--- src/rtl/cmult_cfg_if.sv ---
// rtl/cmult_cfg_if.sv - sample-in / product-out handshake bundle for cmult_cfg
interface cmult_cfg_if #(
    parameter int A_W   = 16,
    parameter int B_W   = 16,
    parameter int OUT_W = 16
);
    logic                    in_valid;
    logic                    in_ready;
    logic [1:0]              mode;
    logic signed [A_W-1:0]   ar;
    logic signed [A_W-1:0]   ai;
    logic signed [B_W-1:0]   br;
    logic signed [B_W-1:0]   bi;
    logic                    out_valid;
    logic                    out_ready;
    logic signed [OUT_W-1:0] pr;
    logic signed [OUT_W-1:0] pi;
    logic                    ovf;

    modport master (
        output in_valid, mode, ar, ai, br, bi, out_ready,
        input  in_ready, out_valid, pr, pi, ovf
    );

    modport slave (
        input  in_valid, mode, ar, ai, br, bi, out_ready,
        output in_ready, out_valid, pr, pi, ovf
    );
endinterface

--- src/rtl/cmult_cfg.sv ---
// rtl/cmult_cfg.sv - pipelined 3-multiplier complex multiply with mode, round and saturate
module cmult_cfg #(
    parameter int A_W   = 16,
    parameter int B_W   = 16,
    parameter int FRAC  = 9,
    parameter int OUT_W = 16,
    parameter int ROUND = 1,
    parameter int SAT   = 1
) (
    input  logic       clk,
    input  logic       rst_n,
    cmult_cfg_if.slave bus
);
    localparam int AW1 = A_W + 1;
    localparam int BW1 = B_W + 1;
    localparam int AW2 = A_W + 2;
    localparam int BW2 = B_W + 2;
    localparam int PW  = A_W + B_W + 3;
    localparam int SW  = A_W + B_W + 4;
    localparam int RSH = (FRAC > 0) ? FRAC - 1 : 0;

    localparam logic signed [SW-1:0] RND  = (ROUND != 0 && FRAC > 0) ? (SW'(1) << RSH) : '0;
    localparam logic signed [SW-1:0] MAXV = {{(SW-OUT_W+1){1'b0}}, {(OUT_W-1){1'b1}}};
    localparam logic signed [SW-1:0] MINV = ~MAXV;
    localparam logic [OUT_W-1:0]     OMAX = {1'b0, {(OUT_W-1){1'b1}}};
    localparam logic [OUT_W-1:0]     OMIN = ~OMAX;

    logic adv;

    // S1: operands widened by one bit so negating the most-negative value is exact
    logic signed [AW1-1:0] ar_x, ai_x, ai_m;
    logic signed [BW1-1:0] br_x, bi_x, br_m, bi_m;
    logic                  v1;
    logic signed [AW1-1:0] ar1, ai1;
    logic signed [BW1-1:0] br1, bi1;

    // S2: pre-adds plus aligned operand copies
    logic                  v2;
    logic signed [AW2-1:0] d0_2;
    logic signed [BW2-1:0] d1_2, d2_2;
    logic signed [AW1-1:0] ar2, ai2;
    logic signed [BW1-1:0] bi2;

    // S3: the three products
    logic                  v3;
    logic signed [PW-1:0]  c3, mr3, mi3;

    // S4: full-precision sums, then round/shift/saturate into the output register
    logic                  v4;
    logic signed [SW-1:0]  sr4, si4;
    logic [OUT_W:0]        res_r, res_i;

    logic                  ov_q;
    logic [OUT_W-1:0]      pr_q, pi_q;
    logic                  ovf_q;

    assign adv           = !ov_q || bus.out_ready;
    assign bus.in_ready  = adv;
    assign bus.out_valid = ov_q;
    assign bus.pr        = pr_q;
    assign bus.pi        = pi_q;
    assign bus.ovf       = ovf_q;

    // Returns {overflow, OUT_W-bit result}; overflow is reported even when wrapping
    function automatic logic [OUT_W:0] scale(input logic signed [SW-1:0] s);
        logic signed [SW-1:0] t;
        logic                 o;
        t = (s + RND) >>> FRAC;
        o = (t > MAXV) || (t < MINV);
        if (SAT != 0 && o)
            scale = {1'b1, (t[SW-1] ? OMIN : OMAX)};
        else
            scale = {o, t[OUT_W-1:0]};
    endfunction

    always_comb begin
        ar_x  = {bus.ar[A_W-1], bus.ar};
        ai_x  = {bus.ai[A_W-1], bus.ai};
        br_x  = {bus.br[B_W-1], bus.br};
        bi_x  = {bus.bi[B_W-1], bus.bi};
        ai_m  = bus.mode[0] ? -ai_x : ai_x;
        br_m  = (bus.mode == 2'b11) ? -br_x : br_x;
        bi_m  = bus.mode[1] ? -bi_x : bi_x;
        res_r = scale(sr4);
        res_i = scale(si4);
    end

    always_ff @(posedge clk or negedge rst_n) begin
        if (!rst_n) begin
            v1    <= 1'b0;
            ar1   <= '0;
            ai1   <= '0;
            br1   <= '0;
            bi1   <= '0;
            v2    <= 1'b0;
            d0_2  <= '0;
            d1_2  <= '0;
            d2_2  <= '0;
            ar2   <= '0;
            ai2   <= '0;
            bi2   <= '0;
            v3    <= 1'b0;
            c3    <= '0;
            mr3   <= '0;
            mi3   <= '0;
            v4    <= 1'b0;
            sr4   <= '0;
            si4   <= '0;
            ov_q  <= 1'b0;
            pr_q  <= '0;
            pi_q  <= '0;
            ovf_q <= 1'b0;
        end else if (adv) begin
            v1    <= bus.in_valid;
            ar1   <= ar_x;
            ai1   <= ai_m;
            br1   <= br_m;
            bi1   <= bi_m;

            v2    <= v1;
            d0_2  <= {ar1[AW1-1], ar1} - {ai1[AW1-1], ai1};
            d1_2  <= {br1[BW1-1], br1} - {bi1[BW1-1], bi1};
            d2_2  <= {br1[BW1-1], br1} + {bi1[BW1-1], bi1};
            ar2   <= ar1;
            ai2   <= ai1;
            bi2   <= bi1;

            v3    <= v2;
            c3    <= PW'(bi2) * PW'(d0_2);
            mr3   <= PW'(ar2) * PW'(d1_2);
            mi3   <= PW'(ai2) * PW'(d2_2);

            v4    <= v3;
            sr4   <= SW'(mr3) + SW'(c3);
            si4   <= SW'(mi3) + SW'(c3);

            ov_q  <= v4;
            pr_q  <= res_r[OUT_W-1:0];
            pi_q  <= res_i[OUT_W-1:0];
            ovf_q <= res_r[OUT_W] | res_i[OUT_W];
        end
    end
endmodule
--- src/flat_wrapper.sv ---
// flat-port wrapper written by rule: the top's interface ports become plain ports
module cmult_cfg_flat 
#(
    parameter int A_W   = 16,
    parameter int B_W   = 16,
    parameter int FRAC  = 9,
    parameter int OUT_W = 16,
    parameter int ROUND = 1,
    parameter int SAT   = 1
)
  (clk, rst_n, bus_in_valid, bus_mode, bus_ar, bus_ai, bus_br, bus_bi, bus_out_ready, bus_in_ready, bus_out_valid, bus_pr, bus_pi, bus_ovf);
  cmult_cfg_if #(.A_W(A_W), .B_W(B_W), .OUT_W(OUT_W)) bus_i ();
  input  logic clk;
  input  logic rst_n;
  input wire logic [$bits(bus_i.in_valid)-1:0] bus_in_valid;
  input wire logic [$bits(bus_i.mode)-1:0] bus_mode;
  input wire logic [$bits(bus_i.ar)-1:0] bus_ar;
  input wire logic [$bits(bus_i.ai)-1:0] bus_ai;
  input wire logic [$bits(bus_i.br)-1:0] bus_br;
  input wire logic [$bits(bus_i.bi)-1:0] bus_bi;
  input wire logic [$bits(bus_i.out_ready)-1:0] bus_out_ready;
  output wire logic [$bits(bus_i.in_ready)-1:0] bus_in_ready;
  output wire logic [$bits(bus_i.out_valid)-1:0] bus_out_valid;
  output wire logic [$bits(bus_i.pr)-1:0] bus_pr;
  output wire logic [$bits(bus_i.pi)-1:0] bus_pi;
  output wire logic [$bits(bus_i.ovf)-1:0] bus_ovf;
  assign bus_i.in_valid = bus_in_valid;
  assign bus_i.mode = bus_mode;
  assign bus_i.ar = bus_ar;
  assign bus_i.ai = bus_ai;
  assign bus_i.br = bus_br;
  assign bus_i.bi = bus_bi;
  assign bus_i.out_ready = bus_out_ready;
  assign bus_in_ready = bus_i.in_ready;
  assign bus_out_valid = bus_i.out_valid;
  assign bus_pr = bus_i.pr;
  assign bus_pi = bus_i.pi;
  assign bus_ovf = bus_i.ovf;
  cmult_cfg #(.A_W(A_W), .B_W(B_W), .FRAC(FRAC), .OUT_W(OUT_W), .ROUND(ROUND), .SAT(SAT)) u_core (.clk(clk), .rst_n(rst_n), .bus(bus_i));
endmodule
--- config.mk ---
export PLATFORM = sky130hd
export DESIGN_NAME = cmult_cfg_flat
export DESIGN_NICKNAME = d
export VERILOG_FILES = /design/src/rtl/cmult_cfg_if.sv /design/src/rtl/cmult_cfg.sv /design/src/flat_wrapper.sv
export SDC_FILE = /design/constraint.sdc
export NUM_CORES = 2
export LEC_CHECK = 0
export ABC_AREA = 1
export CAP_MARGIN = 30
export CORE_ASPECT_RATIO = 2
export CORE_MARGIN = 4
export CORE_UTILIZATION = 25
export DETAILED_ROUTE_END_ITERATION = 8
export GPL_TIMING_DRIVEN = 0
export PLACE_DENSITY = 0.47
export SLEW_MARGIN = 5
export SYNTH_ARGS = -nofsm -noshare
export SYNTH_HDL_FRONTEND = slang
export SYNTH_SLANG_ARGS = --single-unit
--- constraint.sdc ---
create_clock -name clk -period 5.88 [get_ports clk]
set_input_delay 1.176 -clock clk [delete_from_list [all_inputs] [get_ports clk]]
set_output_delay 1.176 -clock clk [all_outputs]
set_load 0.03 [all_outputs]
==> impl_results.html <==
<table>
<tr><th>Metric</th><th>Value</th></tr>
<tr><th colspan="2">Status</th></tr>
<tr><td>Status</td><td>finished with violations</td></tr>
<tr><td>Failing checks</td><td>setup timing</td></tr>
<tr><th colspan="2">Clock tree</th></tr>
<tr><td>Clk root buf</td><td>clkbuf_16</td></tr>
<tr><td>TritonCTS clock tree</td><td>yes</td></tr>
<tr><td>Clock latency reported for the late side of the worst-skew pair</td><td>0.65 ns</td></tr>
<tr><td>CTS sink cnt</td><td>about 370</td></tr>
<tr><td>CTS buffer count</td><td>42</td></tr>
<tr><td>Clk slew on worst S/H paths</td><td>0.06 ns</td></tr>
<tr><td>Number of hold buffers added after CTS</td><td>0</td></tr>
<tr><td>Largest buffer count on any clock path</td><td>3</td></tr>
<tr><td>Number of levels the H-tree was split into</td><td>2</td></tr>
<tr><th colspan="2">Synth</th></tr>
<tr><td>Count of mapped cells out of synthesis</td><td>7815</td></tr>
<tr><td>Top cells by instance count after synthesis</td><td>2036 x nand2_1, 1889 x inv_1, 915 x fa_1</td></tr>
<tr><td>Most common flop cell mapped by yosys</td><td>dfrtp_1</td></tr>
<tr><td>Fraction of the yosys area taken by sequential cells</td><td>0.158</td></tr>
<tr><td>Number of distinct library cells after synthesis</td><td>47</td></tr>
<tr><td>Cell taking the most area after synthesis</td><td>fa_1</td></tr>
<tr><td>Syn nets</td><td>9184</td></tr>
<tr><td>Area share of the largest cell type after synthesis</td><td>0.313</td></tr>
<tr><td>Number of storage elements in the synthesis netlist</td><td>368</td></tr>
<tr><td>Count of flip-flops with a built-in enable after synthesis</td><td>0</td></tr>
<tr><td>Async S/R FF share, synth</td><td>1.00</td></tr>
<tr><td>Netlist area before placement</td><td>58400 um2</td></tr>
<tr><td>Avg Synthesized Cell Area</td><td>7.48 um2</td></tr>
<tr><td>Top post-synthesis cells by area</td><td>fa_1 31%, dfrtp_1 16%, nand2_1 13%</td></tr>
<tr><td>Number of warnings issued by yosys</td><td>0</td></tr>
<tr><td>Leading cell type by number of instances after synthesis</td><td>nand2_1</td></tr>
<tr><th colspan="2">Floorplan</th></tr>
<tr><td>Total core area</td><td>around 230000 um2</td></tr>
<tr><td>Die height</td><td>a little under 700 um</td></tr>
<tr><td>Area of the die</td><td>roughly 240000 um2</td></tr>
<tr><td>Starting utilization of the core area</td><td>0.252</td></tr>
<tr><td>Ports</td><td>105</td></tr>
<tr><td>Die outline width</td><td>roughly 350 um</td></tr>
<tr><td>Count of standard-cell rows</td><td>250</td></tr>
<tr><th colspan="2">Timing</th></tr>
<tr><td>RSZ-0062 raised after global routing</td><td>true</td></tr>
<tr><td>Hold violation count in the final report</td><td>0</td></tr>
<tr><td>Post-layout minimum cycle time</td><td>about 6 ns</td></tr>
<tr><td>Transition time at the pin with the least slew margin</td><td>about 1.0 ns</td></tr>
<tr><td>Portion of the clock cycle consumed by the worst path in the final layout</td><td>1.02</td></tr>
<tr><td>Slack of the critical path</td><td>-0.114 ns</td></tr>
<tr><td>Final slew viol count</td><td>0</td></tr>
<tr><td>Highest Clock Rate</td><td>0.167 GHz</td></tr>
<tr><td>Post-Route Setup TNS</td><td>-0.381 ns</td></tr>
<tr><td>Worst slew slack as a fraction of its limit</td><td>0.306</td></tr>
<tr><td>Worst setup skew after layout</td><td>0.0446 ns</td></tr>
<tr><td>Finish-stage setup viols</td><td>7</td></tr>
<tr><th colspan="2">Setup path</th></tr>
<tr><td>Reg2Reg Setup Slack</td><td>-0.11 ns</td></tr>
<tr><td>Critical Path Source</td><td>u_core.d2_2[9]</td></tr>
<tr><td>Worst endpoint required time</td><td>6.38 ns</td></tr>
<tr><td>Crit Path Category</td><td>flip-flop to flip-flop</td></tr>
<tr><td>CP endpoint kind</td><td>flip-flop</td></tr>
<tr><td>Arrival time reported for the critical path endpoint</td><td>6.49 ns</td></tr>
<tr><td>Maximum net fanout on the critical path</td><td>10</td></tr>
<tr><td>Source of the worst register-to-register timing path</td><td>u_core.d2_2[9]</td></tr>
<tr><td>Critical path startpoint category</td><td>flip-flop</td></tr>
<tr><th colspan="2">Global routing</th></tr>
<tr><td>Vias in the first global route</td><td>57473</td></tr>
<tr><td>GRT Resource Usage Total</td><td>0.219</td></tr>
<tr><td>Antenna violations before repair</td><td>6</td></tr>
<tr><td>Maximum number of pins on one net before global-route repair</td><td>96</td></tr>
<tr><td>Global-route wire length before repair</td><td>381000 um</td></tr>
<tr><td>Remaining global-route overflow</td><td>0</td></tr>
<tr><th colspan="2">Route</th></tr>
<tr><td>Routed length per placed instance</td><td>23.7 um</td></tr>
<tr><td>Total wire length after detailed routing</td><td>~270000 um</td></tr>
<tr><td>Total vias in the final route</td><td>between 50000 and 60000</td></tr>
<tr><td>Routed via count divided by cell count</td><td>between 4 and 5</td></tr>
<tr><td>Number of nets with antenna violations after detailed routing</td><td>0</td></tr>
<tr><td>Detailed router's first-iteration violation count</td><td>roughly 3000</td></tr>
<tr><td>DRT Pass-1 Iters</td><td>6</td></tr>
<tr><td>DRC</td><td>0</td></tr>
<tr><th colspan="2">Place</th></tr>
<tr><td>Post-placement cell area</td><td>63700 um2</td></tr>
<tr><td>Placer's final routability congestion estimate</td><td>~0.98</td></tr>
<tr><td>Final HPWL from detailed placement</td><td>between 200000 and 250000 um</td></tr>
<tr><td>Number of buffer cells added on primary ports</td><td>104</td></tr>
<tr><th colspan="2">Final layout</th></tr>
<tr><td>Synth-to-Final Area Change</td><td>24.0%</td></tr>
<tr><td>Cell area after layout</td><td>72500 um2</td></tr>
<tr><td>Fraction of layout cells with a size suffix above 1</td><td>0.170</td></tr>
<tr><td>Area occupied by registers</td><td>around 9400 um2</td></tr>
<tr><td>Total number of nets in the final design</td><td>9630</td></tr>
<tr><td>Total area of multi-input combinational cells</td><td>~44000 um2</td></tr>
<tr><td>Number of filler instances in the final layout</td><td>24989</td></tr>
<tr><th colspan="2">Job</th></tr>
<tr><td>Max-cap check violation count</td><td>0</td></tr>
<tr><th colspan="2">Hold path</th></tr>
<tr><td>Class of the most critical hold timing path</td><td>input port to asynchronous set/reset pin</td></tr>
</table>
[area by class of cell]
cell class | instances | share of cell area
multi-input combinational | 5256 | 0.611
sequential | 368 | 0.129
inverter | 1894 | 0.0983
timing repair buffer | 499 | 0.0660
tap | 3024 | 0.0522
buffer | 200 | 0.0216
clock buffer | 52 | 0.0163
clock inverter | 24 | 0.00482
antenna | 4 | 0.000138
[worst max-delay path, stage by stage, from the launching register on]
cell and delay [ns]:
dfrtp_4 0.44, buf_4 0.15, clkbuf_8 0.21, nand2_1 0.10, fa_1 0.53, inv_1 0.07
fa_1 0.49, fa_1 0.58, fa_1 0.48, fa_1 0.50, inv_1 0.05, fa_1 0.52
inv_1 0.08, ha_4 0.38, nand4_1 0.19, nor2_2 0.21, nand4_1 0.13, nand3_2 0.16
nand2_1 0.08, nand2_2 0.10, nand2_2 0.07, nand2_1 0.05, nand2_1 0.06, nand3_2 0.13
nand2_1 0.09
[metrics by stage]
| step | util | setup WS [ns] | instances | hold WS (ns) |
|---|---|---|---|---|
| after global placement | 0.273 | -13.62 | 10943 | 0.462 |
| after floorplan | - | 0.0972 | 7815 | 0.440 |
| after global routing | 0.312 | -0.223 | 11318 | 0.481 |
| after detailed placement | 0.274 | -1.96 | 10970 | 0.465 |
| final | 0.312 | -0.114 | 11321 | 0.456 |
| after CTS | 0.299 | -0.110 | 11175 | 0.444 |
[state kept, by name, indices dropped and copies added, names as in the netlist, 18 cells and up]
register and flops:
u_core.d1_2 18, u_core.mr3 34, u_core.mi3 35, u_core.c3 35
u_core.si4 28, u_core.sr4 28, u_core.d0_2 18
[cell usage in the layout, fill, tap and decap left out, types with 27 or more instances in the layout]
master           count
nand2_1           1925
inv_1             1762
fa_1               829
nor2_1             421
o21ai_0            331
buf_4              315
ha_1               315
dfrtp_1            273
nand3_1            213
a21oi_1            184
inv_2              124
clkdlybuf4s50_1    103
xor2_1              93
fa_2                86
clkbuf_1            80
nand2_2             76
dfrtp_2             74
ha_4                63
buf_6               61
xnor2_1             60
clkbuf_16           54
a31oi_1             51
nand4_1             50
nor2_2              44
a21oi_2             41
nor3_1              39
buf_8               38
a21oi_4             37
nand2_4             36
or2_2               36
o21ai_1             34
clkbuf_8            29
a21o_1              27
[logic make-up (layout without fill, tap and decap cells)]
kind of cell,count (synthesis),after routing,share of synthesized area
simple gates,2961,2961,0.203
buf+inv,2191,2669,0.141
fa+ha+maj,1299,1299,0.396
compound gates,827,827,0.0773
flops,368,368,0.158
xor+xnor,169,169,0.0253
other cells,0,4,0
[layer usage]
layer  wire length [um]  global-route usage
met1              83200               0.200
met2             143000               0.421
met3               8760              0.0170
met4              33000               0.201
met5                  7                   0
[what timing repair did]
| action | in CTS | in global routing |
|---|---|---|
| pin swaps | 194 | 333 |
| gates cloned | 1 | 6 |
| gates resized for setup | 836 | 567 |
| setup endpoints to repair | 78 | 65 |
| buffers inserted | 225 | 140 |
[worst paths after layout]
kind,end,cells past startpoint
min in group clk,u_core.ai1[10],2
max reg2reg,u_core.mi3[29],24
min,u_core.bus.pi[6],1
max,u_core.mi3[29],24
min reg2reg,u_core.ai1[10],2
max in group asynchronous,u_core.bi2[7],4
Power is left out: the tool's default activity adds up to more than one toggle a clock period on the data nets, which glitch-free logic cannot reach.
